`src/rtl/rr_arbiter_8_pkg.sv`:
```
// rtl/rr_arbiter_8_pkg.sv - shared constants, state encoding and round-robin search for rr_arbiter_8
package rr_arbiter_8_pkg;

  localparam int N_REQ = 8;
  localparam int ID_W  = 3;

  typedef enum logic {
    ST_IDLE  = 1'b0,
    ST_GRANT = 1'b1
  } state_t;

  // First set request found searching upward from ptr, wrapping 7 -> 0.
  // Only called when req is non-zero; with req == 0 the result is 0.
  function automatic logic [ID_W-1:0] rr_pick(input logic [N_REQ-1:0] req,
                                               input logic [ID_W-1:0]  ptr);
    logic [ID_W-1:0] idx;
    logic [ID_W-1:0] win;
    logic            found;
    win   = '0;
    found = 1'b0;
    for (int i = 0; i < N_REQ; i++) begin
      idx = ptr + ID_W'(i);
      if (!found && req[idx]) begin
        win   = idx;
        found = 1'b1;
      end
    end
    return win;
  endfunction

endpackage

```
`src/rtl/rr_arbiter_8_dec.sv`:
```
// rtl/rr_arbiter_8_dec.sv - library 3-to-8 one-hot decoder
module rr_arbiter_8_dec
  import rr_arbiter_8_pkg::*;
(
  input  logic [ID_W-1:0]  sel,
  output logic [N_REQ-1:0] dec
);

  // One-hot decode of the select index.
  always_comb begin
    dec      = '0;
    dec[sel] = 1'b1;
  end

endmodule

```
`src/rtl/rr_arbiter_8.sv`:
```
// rtl/rr_arbiter_8.sv - eight-way round-robin arbiter with bounded grant hold
module rr_arbiter_8
  import rr_arbiter_8_pkg::*;
#(
  parameter int MAX_HOLD = 16,
  parameter int HOLD_W   = $clog2(MAX_HOLD) + 1
) (
  input  logic               clk,
  input  logic               rst,
  input  logic [N_REQ-1:0]   req,
  output logic [N_REQ-1:0]   gnt,
  output logic [ID_W-1:0]    gnt_id,
  output logic               gnt_valid
);

  localparam logic [HOLD_W-1:0] HOLD_LAST = HOLD_W'(MAX_HOLD - 1);

  state_t            state, state_n;
  logic [ID_W-1:0]   ptr, ptr_n;
  logic [HOLD_W-1:0] hold_cnt, hold_cnt_n;
  logic [ID_W-1:0]   gnt_id_n;
  logic              gnt_valid_n;
  logic [N_REQ-1:0]  dec;

  // Next-state logic: pick a winner from IDLE, keep or release it in GRANT.
  always_comb begin
    state_n     = state;
    ptr_n       = ptr;
    hold_cnt_n  = hold_cnt;
    gnt_id_n    = gnt_id;
    gnt_valid_n = gnt_valid;
    case (state)
      ST_IDLE: begin
        if (|req) begin
          state_n     = ST_GRANT;
          gnt_id_n    = rr_pick(req, ptr);
          gnt_valid_n = 1'b1;
          hold_cnt_n  = '0;
        end
      end
      ST_GRANT: begin
        if (req[gnt_id] && (hold_cnt < HOLD_LAST)) begin
          hold_cnt_n = hold_cnt + HOLD_W'(1);
        end else begin
          // Voluntary or forced release; the winner drops to lowest priority.
          state_n     = ST_IDLE;
          gnt_valid_n = 1'b0;
          ptr_n       = gnt_id + ID_W'(1);
        end
      end
      default: begin
        state_n     = ST_IDLE;
        gnt_valid_n = 1'b0;
      end
    endcase
  end

  // State registers with synchronous reset.
  always_ff @(posedge clk) begin
    if (rst) begin
      state     <= ST_IDLE;
      ptr       <= '0;
      hold_cnt  <= '0;
      gnt_id    <= '0;
      gnt_valid <= 1'b0;
    end else begin
      state     <= state_n;
      ptr       <= ptr_n;
      hold_cnt  <= hold_cnt_n;
      gnt_id    <= gnt_id_n;
      gnt_valid <= gnt_valid_n;
    end
  end

  rr_arbiter_8_dec u_dec (
    .sel (gnt_id),
    .dec (dec)
  );

  // Grant vector is registers only: decoded index masked by the valid flag.
  always_comb begin
    gnt = dec & {N_REQ{gnt_valid}};
  end

endmodule

```
`config.mk`:
```
export PLATFORM = sky130hd
export DESIGN_NAME = rr_arbiter_8
export DESIGN_NICKNAME = d
export VERILOG_FILES = /design/src/rtl/rr_arbiter_8_pkg.sv /design/src/rtl/rr_arbiter_8_dec.sv /design/src/rtl/rr_arbiter_8.sv
export SDC_FILE = /design/constraint.sdc
export NUM_CORES = 1
export LEC_CHECK = 0
export ABC_CLOCK_PERIOD_IN_PS = 8700
export BUFFER_PORTS_ARGS = -buffer_cell sky130_fd_sc_hd__buf_2
export CAP_MARGIN = 20
export CORE_ASPECT_RATIO = 0.75
export CORE_MARGIN = 1.5
export CORE_UTILIZATION = 45
export CTS_CLUSTER_SIZE = 20
export DETAILED_ROUTE_END_ITERATION = 10
export REMOVE_ABC_BUFFERS = 1
export SYNTH_ARGS = -nofsm -noshare
export SYNTH_HDL_FRONTEND = slang
export SYNTH_SLANG_ARGS = --single-unit
```
`constraint.sdc`:
```
create_clock -name clk -period 8.7 [get_ports clk]
set_clock_uncertainty 0.05 [all_clocks]
set_input_delay 0.435 -clock clk [delete_from_list [all_inputs] [get_ports clk]]
set_output_delay 0.435 -clock clk [all_outputs]
set_load 0.02 [all_outputs]
```
-- Word-level counts from Yosys, hierarchy flattened
Cells that the tools add are included.
- reduce and logical (&&, ||, !) cells: 21
- multiplexer cells: 58
- bitwise operators: 3
- add/subtract/negate cells: 9
- equality and inequality tests: 3
- order comparisons: 11
- operator list (operator ; number):
    < comparator 3 x 4 -> 1 bit, second input constant ; 9
    2-to-1 mux 1 bit ; 35
    binary-select mux 1 bit (select 3 bit) ; 9
    2-to-1 mux 3 bit ; 8
    adder 3 bit, second input constant ; 4
    2-to-1 mux 5 bit ; 2
    one-hot mux 5 bit (2 select lines) ; 1
    logical AND 1 bit ; 9
    AND 8 bit ; 1
    AND reduction 2 bit ; 4
    OR reduction 8 bit ; 1
    logical NOT 1 bit ; 7
    adder 3 x 1 -> 3 bit, second input constant ; 2
    adder 3 x 2 -> 3 bit, second input constant ; 2
    adder 5 x 1 -> 5 bit, second input constant ; 1
    < comparator 5 x 4 -> 1 bit, second input constant ; 1
    inequality test 2 bit, second input constant ; 2
    one-hot mux 1 bit (2 select lines) ; 2
    demux 1 bit (select 3 bit) ; 1
    greater-or-equal comparator 3 x 1 -> 1 bit, second input constant ; 1
    inequality test 2 x 1 -> 1 bit, second input constant ; 1
    inverter 1 bit ; 2
- input port bits: 10
- word-level logic and storage cells: 110
- flip-flop bits (word level): 13

-- Longest topological paths before layout
Gate-level depths: netlist (run 1).
- word-level depth: 38
- depth in mapped cells: 11

-- Hierarchy
Synthesis (run 1) repeated with hierarchy kept, for this count alone.
- cell total of the unflattened synthesis: 199
- area total of the unflattened synthesis: 1843.0 µm²
- modules (own cells, without submodules) (module ; cells each ; area each (µm²) ; instances ; sequential area each (µm²)):
    rr_arbiter_8 ; 191 ; 1778.0 ; 1 ; 260.2
    rr_arbiter_8_dec ; 8 ; 65.1 ; 1 ; 0.0

-- Worst setup path before layout (run 1)
OpenSTA, ideal clock, no wires.
- path type: register -> register
- start point: register ptr[1]
- end point: register gnt_id[1]
- arrival: 2700 ps
- stages on the path, launching flop included: 11
- period minus slack after synthesis: 2838 ps
- slack: 5862 ps
- required time: 8562 ps
- buffers on the path: 2
- setup time: 88 ps
- cell sequence: dfxtp_1 > buf_4 > inv_1 > ha_1 > buf_2 > mux4_2 > mux2i_1 > a32o_2 > nand2_4 > o2111a_1 > nor4_2
- cells in the longest elaborated chain, start to end: 38
- RTL lines (item ; RTL line ; RTL):
    from (decl) ; rr_arbiter_8.sv:19 ; logic [ID_W-1:0] ptr, ptr_n;
    from (signal assigned) ; rr_arbiter_8.sv:68 ; ptr <= ptr_n;
    binary-select mux 1 bit (select 3 bit) ; rr_arbiter_8_pkg.sv:23 ; if (!found && req[idx]) begin
    2-to-1 mux 1 bit (not written as such) ; rr_arbiter_8_pkg.sv:23 ;
    2-to-1 mux 1 bit ; rr_arbiter_8_pkg.sv:23 ;
    2-to-1 mux 1 bit ; rr_arbiter_8.sv:34 ; if (|req) begin
    2-to-1 mux 1 bit ; rr_arbiter_8.sv:32 ; case (state)
    logical NOT 1 bit ; rr_arbiter_8_pkg.sv:23 ;
    logical AND 1 bit ; rr_arbiter_8_pkg.sv:23 ;
    2-to-1 mux 1 bit ; rr_arbiter_8_pkg.sv:23 ;
    [... 22 more ...] ; - ;
    logical NOT 1 bit ; rr_arbiter_8_pkg.sv:23 ;
    logical AND 1 bit ; rr_arbiter_8_pkg.sv:23 ;
    2-to-1 mux 1 bit ; rr_arbiter_8_pkg.sv:23 ;
    2-to-1 mux 1 bit ; rr_arbiter_8.sv:34 ;
    2-to-1 mux 1 bit ; rr_arbiter_8.sv:32 ;
    logical NOT 1 bit ; rr_arbiter_8_pkg.sv:23 ;
    logical AND 1 bit ; rr_arbiter_8_pkg.sv:23 ;
    2-to-1 mux 3 bit * ; rr_arbiter_8_pkg.sv:23 ;
    to (signal assigned) ; rr_arbiter_8.sv:70 ; gnt_id <= gnt_id_n;
    to (decl) ; rr_arbiter_8.sv:12 ; output logic [ID_W-1:0] gnt_id,
Every way passes the cells marked *; elsewhere a longest branch is shown, timed or not. The select of a mux whose other input is x is not followed.
A chain may end at the register's enable or synchronous reset.

-- Final worst setup path (run 1)
- start point: register ptr[0]
- end point: register gnt_id[2]
The elaborated chain is that of the path after synthesis.

==> results of run 1 <==
metal layers:
| layer | track usage [%] | share of wire, % | up-vias |
|---|---|---|---|
| met5 | 0 | 0 | - |
| met4 | 0.943 | 0.23 | 0 |
| met3 | 4.05 | 6.2 | 2 |
| met2 | 32.7 | 43 | 62 |
| met1 | 32.5 | 51 | 703 |
| li1 | - | - | 706 |
worst max path at each step:
| stage | start | endpoint | slack [ns] | depth (start not counted) |
|---|---|---|---|---|
| detailed placement | ptr[0] | gnt_id[1] | 5.15 | 8 |
| global route | ptr[0] | gnt_id[1] | 4.88 | 8 |
| global placement | ptr[0] | gnt_id[1] | 5.24 | 8 |
| CTS | ptr[0] | gnt_id[1] | 5.13 | 8 |
| finish | ptr[0] | gnt_id[2] | 5.14 | 8 |
| floorplan | ptr[0] | gnt_id[1] | 5.52 | 8 |
cells in the final DEF, fill, tap and decap left out, types with 2 or more instances in the layout:
master / n
and2_1: 2
nor3_1: 7
mux2i_2: 2
nand3_1: 4
buf_2: 21
nand2b_1: 6
mux4_2: 14
a311oi_1: 2
nor3b_1: 2
xnor2_1: 4
mux4_1: 3
nor2_1: 22
a31oi_1: 4
a21oi_1: 11
ha_1: 4
nor4_1: 4
inv_1: 10
nand2_1: 8
clkbuf_8: 3
mux2_2: 4
a211oi_1: 2
mux2i_1: 6
dfxtp_1: 13
power breakdown:
part           switching [W]  internal [W]  total [W]
Clock              0.0000211     0.0000323  0.0000535
Sequential         0.0000229     0.0000669  0.0000897
Combinational       0.000104     0.0000902   0.000194
sequential cells by signal, summed over array words and instances (netlist names):
signal / cells
hold_cnt: 5
gnt_id: 3
ptr: 3
gnt_valid: 1
state: 1
logic make-up after synthesis:
kind of cell | Yosys count
and+or+nand+nor | 62
AOI/OAI and AO/OA | 39
xor gates and xnor gates | 5
DFF | 13
muxes | 30
adders and majority gates | 4
buffers and inverters | 22
metrics by stage:
step,setup slack (ns),power [W],hold WS (ns),cells,instance area [µm²]
6_report,5.14,0.000337,0.487,228,1730
3_5_place_dp,5.15,0.000282,0.471,224,1680
5_1_grt,4.88,0.000361,0.505,228,1730
2_1_floorplan,5.52,0.000237,0.433,163,1530
4_1_cts,5.13,0.000337,0.483,228,1730
3_3_place_gp,5.24,0.000282,0.464,224,1680
worst min-delay path, stage by stage, from the launching register on:
cell	delay, ns
dfxtp_1	0.32
a21oi_1	0.12
nor3_1	0.05
final cells by class:
type	instances	area [µm²]	share of cell area, %
clock buffer	4	45.0	2.61
inverter	10	37.5	2.17
multi-input combinational	140	1230	71.2
sequential	13	260	15.1
tap	40	50.0	2.90
timing repair buffer	21	105	6.09
==> metrics.txt, run 1 <==
run status=finished clean; Slew headroom=between 30% and 40%; Clock Tree Buf Depth=2; Post-DP HPWL=~3 mm; GP Congestion=about 0.96; cts repair resizes=0; Post-Syn Area=1600 µm²; CTS H-tree depth=1; row count=18; Total Routing Usage GR=a little over a fifth; Yosys reg bits=13; final number of setup-violating endpoints=0; largest net degree at the start of global routing=17; grt ovf=0; Simple-Gate Fraction of Synth Area=around a fifth; crit share post-route=roughly 40%; io pins=22; Worst EP required=just under 9 ns; Worst Hold Depth=2; most common library cells after synthesis=nor2_1, mux4_2, dfxtp_1; postcts setup bufs=0; Synth Area in Compound Gates=between 10% and 20%; RSZ-0062 raised after global routing=no; layout cells sized above 1=about 26%; largest family of logic cells by synthesized area=multiplexers; CTS tree=yes; number of synthesized flops with an enable pin=0; Final Hold Fails=0; largest cells by area after synthesis=mux4_2, dfxtp_1, nor2_1, mux4_1, mux2i_1; WL final=a little under 4 mm; Synth Area per Inst=between 9 and 10 µm²; Worst R2R End=gnt_id[2]; Crit path max-delay family=multiplexers; post-synth cell types=56; P_leak=about 0.65 nW; Hold EP=hold_cnt[3]; Routed WL per cell=around 17 µm; Seq/Total Area, Yosys=between 15 and 20%; post-layout util=approximately half; post-synthesis async set-or-reset flop share=0%; Synth area leader=mux4_2; number of global-route vias before repair=between 1,000 and 1,500; # nets final=203; Synth Area in XOR/XNOR=roughly 2.7%; DRT Pass-1 Iters=8; setup_tns=0 ns; Layout area overhead=8.15%; Starting DRT DRC Count=117; min-delay src=hold_cnt[3]; cells after synthesis=175; VDD IR max=roughly 0.089 mV; mux cell area share after synthesis=33.7%; total number of vias=1,473; Core Box Area=3330 µm²; number of diodes=0; die extent in x=roughly 72 µm; slowest stage cell, crit path=dfxtp_1; minimum clock period=~3.6 ns; DRC viols=0; top cell type's share of synthesized area=between 15 and 20%; Via density=about 6.5; initial antenna violation count=0; Root Buffer=clkbuf_8; Starting Density=47.9%; Synthesis Warnings=0; worst slew pin tran=just over 0.9 ns; CP arrival=approximately 3.7 ns; Synth Flop Type=dfxtp_1; slowest stage delay, CP=0.75 ns; CP Class=flip-flop to flip-flop; type of origin of the critical path=flip-flop; die area=3920 µm²; Hold-fix buffers, CTS=0; fillcell total=304; Max Fclk=approximately 280 MHz; Die H=approximately 55 µm; CTS Buf Count=3; Hold Path Class=flip-flop to flip-flop; CP Capture Type=flip-flop; Max FO, Critical Path=15; Slew Viols, Final=0; clock latency at the later pin of the worst-skew pair=between 0.2 and 0.25 ns; most common cell in the netlist=nor2_1; clock sink total=13; crit-path cells=inv_1 > ha_1 > mux4_2 > mux2_2 > nor2_1 > nand3_1 > o41a_1 > o22ai_1; adder-cell area share of the yosys netlist=roughly 3.1%; r2r worst-path depth=8; FF-to-FF Start=ptr[0]; post-route ant nets=0; Power Density=slightly below 200 nW/µm²; R2R Setup Slk=between 5 and 6 ns; Port Buffers=21; first-pass GRT wire length=around 6.4 mm; Max-Cap Viols=0; CP bufs+invs=1; clock slew at reported path FFs=roughly 0.05 ns
(Power assumes the default switching activity.)
==> run 2, diff against run 1 <==
- ABC_CLOCK_PERIOD_IN_PS: 8700 -> 3100
- PLACE_DENSITY: not set -> 0.67
- clock period: 8.7 -> 3.1 ns (I/O delays scaled with it)
==> metrics.txt, run 2 (synthesized netlist as in run 1, its figures left out) <==
CTS H-tree depth=1; area occupied by multi-input gates=around 1200 µm²; run status=finished clean; Clock Tree Buf Depth=2; Top Registers=hold_cnt (5), gnt_id (3), ptr (3); CP arrival=~2.9 ns; Worst EP required=approximately 3.2 ns; Routed WL per cell=around 17 µm; setup_tns=0 ns; switching power=about 0.00043 W; CTS Buf Count=3; Root Buffer=clkbuf_8; Via density=between 6 and 7; Crit path max-delay family=multiplexers; Hold Path Class=input pin to flip-flop; Max Fclk=between 300 and 400 MHz; Slew headroom=~53%; die area=about 3900 µm²; CP Capture Type=flip-flop; P_int=0.000543 W; Total Routing Usage GR=a little over a fifth; largest net degree at the start of global routing=17; max FFs per register=5; first-pass GRT wire length=roughly 6.4 mm; cts repair resizes=0; Final Total Pwr=between 0.0009 and 0.001 W; die extent in x=about 72 µm; DRT Pass-1 Iters=4; fillcell total=~310; Hold EP=hold_cnt[0]; number of diodes=0; slack of the critical path=0.294 ns; commonest non-fill, non-tap cell in the layout=nor2_1; Placed Area=1720 µm²; switching share of power=about 44%; Worst R2R End=gnt_id[1]; Logic pwr share=60.7%; min-delay src=rst; grt ovf=0; Core Box Area=3330 µm²; slowest stage cell, crit path=mux4_2; minimum clock period=2.81 ns; GP Congestion=just over 0.9; slowest stage delay, CP=between 0.4 and 0.5 ns; post-route ant nets=0; P_leak=roughly 0.68 nW; FF-to-FF Start=ptr[1]; Register Area=~260 µm²; Die H=~55 µm; postcts setup bufs=0; crit share post-route=between 90% and 100%; clock sink total=13; Layout area overhead=10.6%; Power Density=550 nW/µm²; Worst Hold Depth=2; Max-Cap Viols=0; WL final=approximately 4.1 mm; clock network power share=between 10% and 20%; pre-CTS setup slack=0.324 ns; Slew Viols, Final=0; DRC viols=0; RSZ-0062 raised after global routing=no; Port Buffers=21; Starting Density=between 40% and 50%; number of global-route vias before repair=1,304; r2r worst-path depth=9; Starting DRT DRC Count=159; Max FO, Critical Path=7; most frequent cells in the layout=nor2_1, buf_2, mux4_2; Post-DP HPWL=around 3.1 mm; final number of setup-violating endpoints=0; Cell Count Post-Placement=roughly 230; # nets final=about 210; VDD IR max=between 0.3 and 0.4 mV; CP bufs+invs=2; fin cells=around 230; worst slew pin tran=0.697 ns; Final Hold Fails=0; Seq pwr share=23.6%; clock latency at the later pin of the worst-skew pair=roughly 0.25 ns; layout cells sized above 1=28.0%; crit-path cells=inv_1 > ha_1 > buf_4 > mux4_2 > mux2i_1 > a32o_2 > nand2_4 > o2111a_1 > nor4_2; initial antenna violation count=0; CP Class=flip-flop to flip-flop; io pins=22; clock slew at reported path FFs=around 0.06 ns; Largest Register=hold_cnt; R2R Setup Slk=0.29 ns; CTS tree=yes; post-route cell area=around 1800 µm²; type of origin of the critical path=flip-flop; total number of vias=1,484; row count=18; Hold-fix buffers, CTS=0
==> run 2: cell types whose count changed in the layout (fill, tap and decap cells not counted), sizes merged <==
cell    change
clkinv      +1
clkbuf      -1
buf         +5
==> run 2: power groups by stage <==
stage	registers [W]	clock network, W	logic [W]
finish	0.000229	0.000153	0.000590
detailed placement	0.000231	0	0.000582
global placement	0.000229	0	0.000576
global route	0.000233	0.000163	0.000642
floorplan	0.000250	0	0.000414
CTS	0.000227	0.000154	0.000585
==> run 2: worst max-delay path by stage <==
stage	start	endpoint	slack [ns]	cells after the start
6_report	ptr[1]	gnt_id[1]	0.29	9
5_1_grt	ptr[1]	gnt_id[1]	0.15	9
4_1_cts	ptr[1]	gnt_id[1]	0.30	9
3_5_place_dp	ptr[1]	gnt_id[1]	0.32	9
3_3_place_gp	ptr[1]	gnt_id[1]	0.43	9
2_1_floorplan	ptr[0]	gnt_id[1]	-0.08	8
==> run 2: final cells by class <==
class	instances	share of cell area, %
multi-input combinational	140	69.6
clock buffer	3	2.34
inverter	10	2.13
timing repair buffer	26	8.08
sequential	13	14.7
clock inverter	1	0.283
tap	40	2.83
==> run 2: per-stage QoR <==
stage,utilization [%],hold WS (ns)
final,53.0,0.210
after global routing,53.0,0.220
after CTS,53.0,0.203
after detailed placement,51.6,0.460
after global placement,51.6,0.448
after floorplan,-,0.176
==> run 2: layer usage <==
layer	vias to the layer above	global-route usage (%)	wire, µm
met5	-	0	0
li1	714	-	-
met4	0	3.46	34
met3	4	2.58	226
met1	714	33.8	2060
met2	52	31.5	1730
==> run 3, diff against run 2 <==
- SYNTH_HIERARCHICAL: not set -> 1
==> metrics.txt, run 3 <==
Final Hold Fails=0; Starting Density=between 40% and 50%; post-synthesis async set-or-reset flop share=0%; met3 routed WL=about 340 µm; Synthesis Warnings=6; RSZ-0062 raised after global routing=no; Slew headroom=between 60 and 70%; # nets final=~230; clock sink total=13; DRT Pass-1 Iters=4; top cell type's share of synthesized area=roughly 18%; Synth Flop Type=dfxtp_1; largest net degree at the start of global routing=18; P_leak=~0.8 nW; die extent in x=between 70 and 80 µm; run status=finished clean; post-synth cell types=between 50 and 60; minimum clock period=between 2 and 3 ns; Largest Register=hold_cnt; Root Buffer=clkbuf_8; wl on met1=around 2.3 mm; first-pass GRT wire length=around 7.7 mm; Core Box Area=roughly 3800 µm²; Placed Area=around 2000 µm²; crit share post-route=between 90% and 100%; max FFs per register=5; CP Class=flip-flop to flip-flop; postcts setup bufs=0; Port Buffers=21; CP arrival=2.88 ns; initial antenna violation count=0; most common library cells after synthesis=mux2i_1, mux4_2, nor2_1; clock slew at reported path FFs=roughly 0.060 ns; Clock Tree Buf Depth=2; Die H=around 58 µm; Top Metal Used=met4; FF-to-FF Start=ptr[1]; total number of vias=approximately 1,700; Layout area overhead=9.37%; most frequent cells in the layout=buf_2, mux2i_1, mux4_2; post-route ant nets=0; Post-Syn Area=roughly 1800 µm²; Top Registers=hold_cnt (5), gnt_id (3), ptr (3); type of origin of the critical path=flip-flop; CTS H-tree depth=1; post-route cell area=~2000 µm²; cts repair resizes=0; worst slew pin tran=~0.54 ns; Slew Viols, Final=0; WL met2=2.05 mm; die area=4490 µm²; number of synthesized flops with an enable pin=0; most common cell in the netlist=mux2i_1; DRC viols=0; post-layout util=about 53%; Routed WL per cell=17.7 µm; io pins=22; commonest non-fill, non-tap cell in the layout=buf_2; Total Routing Usage GR=21.8%; largest cells by area after synthesis=mux4_2, dfxtp_1, mux2i_1, and2_1, mux4_1; Post-DP HPWL=roughly 3.4 mm; Max FO, Critical Path=11; row count=19; min-delay src=rst; Synth Area per Inst=about 9.3 µm²; VDD IR max=about 0.27 mV; CTS tree=yes; clock latency at the later pin of the worst-skew pair=0.24 ns; crit path from=ptr[1]; CP Capture Type=flip-flop; number of diodes=0; hold slack=between 0.2 and 0.25 ns; CTS Buf Count=3; cells after synthesis=between 150 and 200; Hold-fix buffers, CTS=0; Max-Cap Viols=0; Starting DRT DRC Count=~120; Worst EP required=approximately 3.2 ns; GP Congestion=0.859; Yosys reg bits=13; layout cells sized above 1=between 30% and 40%; number of global-route vias before repair=1,438; grt ovf=0; Via density=6.21; Seq/Total Area, Yosys=roughly 14%; Max Fclk=approximately 360 MHz; Hold Path Class=input pin to flip-flop; WL final=4.70 mm; Power Density=approximately 440 nW/µm²; final number of setup-violating endpoints=0; Synth area leader=mux4_2
[run 3: changes by cell type after synthesis, sizes merged, moves of 3 or more]
cell / before / now
o211ai: 1 / 6
a31oi: 4 / 1
mux2i: 8 / 19
and2: 2 / 9
a21o: 1 / 4
and3: 1 / 4
nor3b: 2 / 5
and3b: 0 / 3
a21oi: 12 / 7
nor2: 22 / 15
nor4: 5 / 2
clkbuf: 6 / 12
nand2b: 6 / 3
[run 3: metrics by stage]
stage               TNS [ns]  instances  setup WS (ns)  power (W)
finish                     0        266          0.297   0.000894
global route               0        266         0.0530   0.000951
CTS                        0        266          0.178   0.000888
detailed placement         0        262          0.187   0.000733
global placement           0        262          0.143   0.000731
floorplan             -0.357        181         -0.219   0.000595
[run 3: per-layer routing]
| layer | up-vias | global-route usage [%] |
|---|---|---|
| met2 | 55 | 30.0 |
| met5 | - | 0 |
| met3 | 2 | 3.88 |
| met1 | 802 | 36.0 |
| met4 | 0 | 1.59 |
| li1 | 792 | - |
[run 3: layout make-up]
type,count,area (µm²)
sequential,13,260
tap,52,65.1
multi-input combinational,160,1450
clock buffer,4,45.0
fill,334,1760
timing repair buffer,29,165
inverter,8,32.5
[run 3: cell families (layout without fill, tap and decap cells)]
group / after synthesis / in the layout / share of synthesized area [%]
simple gates: 69 / 69 / 20.9
compound gates: 42 / 42 / 17.7
mux: 39 / 39 / 34.2
buf+inv: 26 / 41 / 7.47
flops: 13 / 13 / 14.1
xor+xnor: 6 / 6 / 2.85
fa+ha+maj: 4 / 4 / 2.72
[run 3: worst max-delay path, cell delays in order (launching register included)]
cell and delay (ns):
dfxtp_1 0.32, inv_1 0.06, ha_2 0.53, mux2i_1 0.38, mux2i_1 0.16, and3_1 0.20, a2111oi_0 0.50, o211ai_1 0.18
o211ai_1 0.18, o211ai_1 0.11
[run 3: worst paths after layout]
path            endpoint  depth (start not counted)  slack, ns
max reg2reg    gnt_id[2]                          9       0.30
max            gnt_id[2]                          9       0.30
min          hold_cnt[0]                          2       0.21
min reg2reg  hold_cnt[1]                          2       0.47
[run 3: power by group]
group	internal [W]	leakage, nW	switching (W)
registers	0.000182	0.106	0.0000328
clock network	0.0000909	0.0228	0.0000625
logic	0.000245	0.681	0.000280
total	0.000519	0.810	0.000375
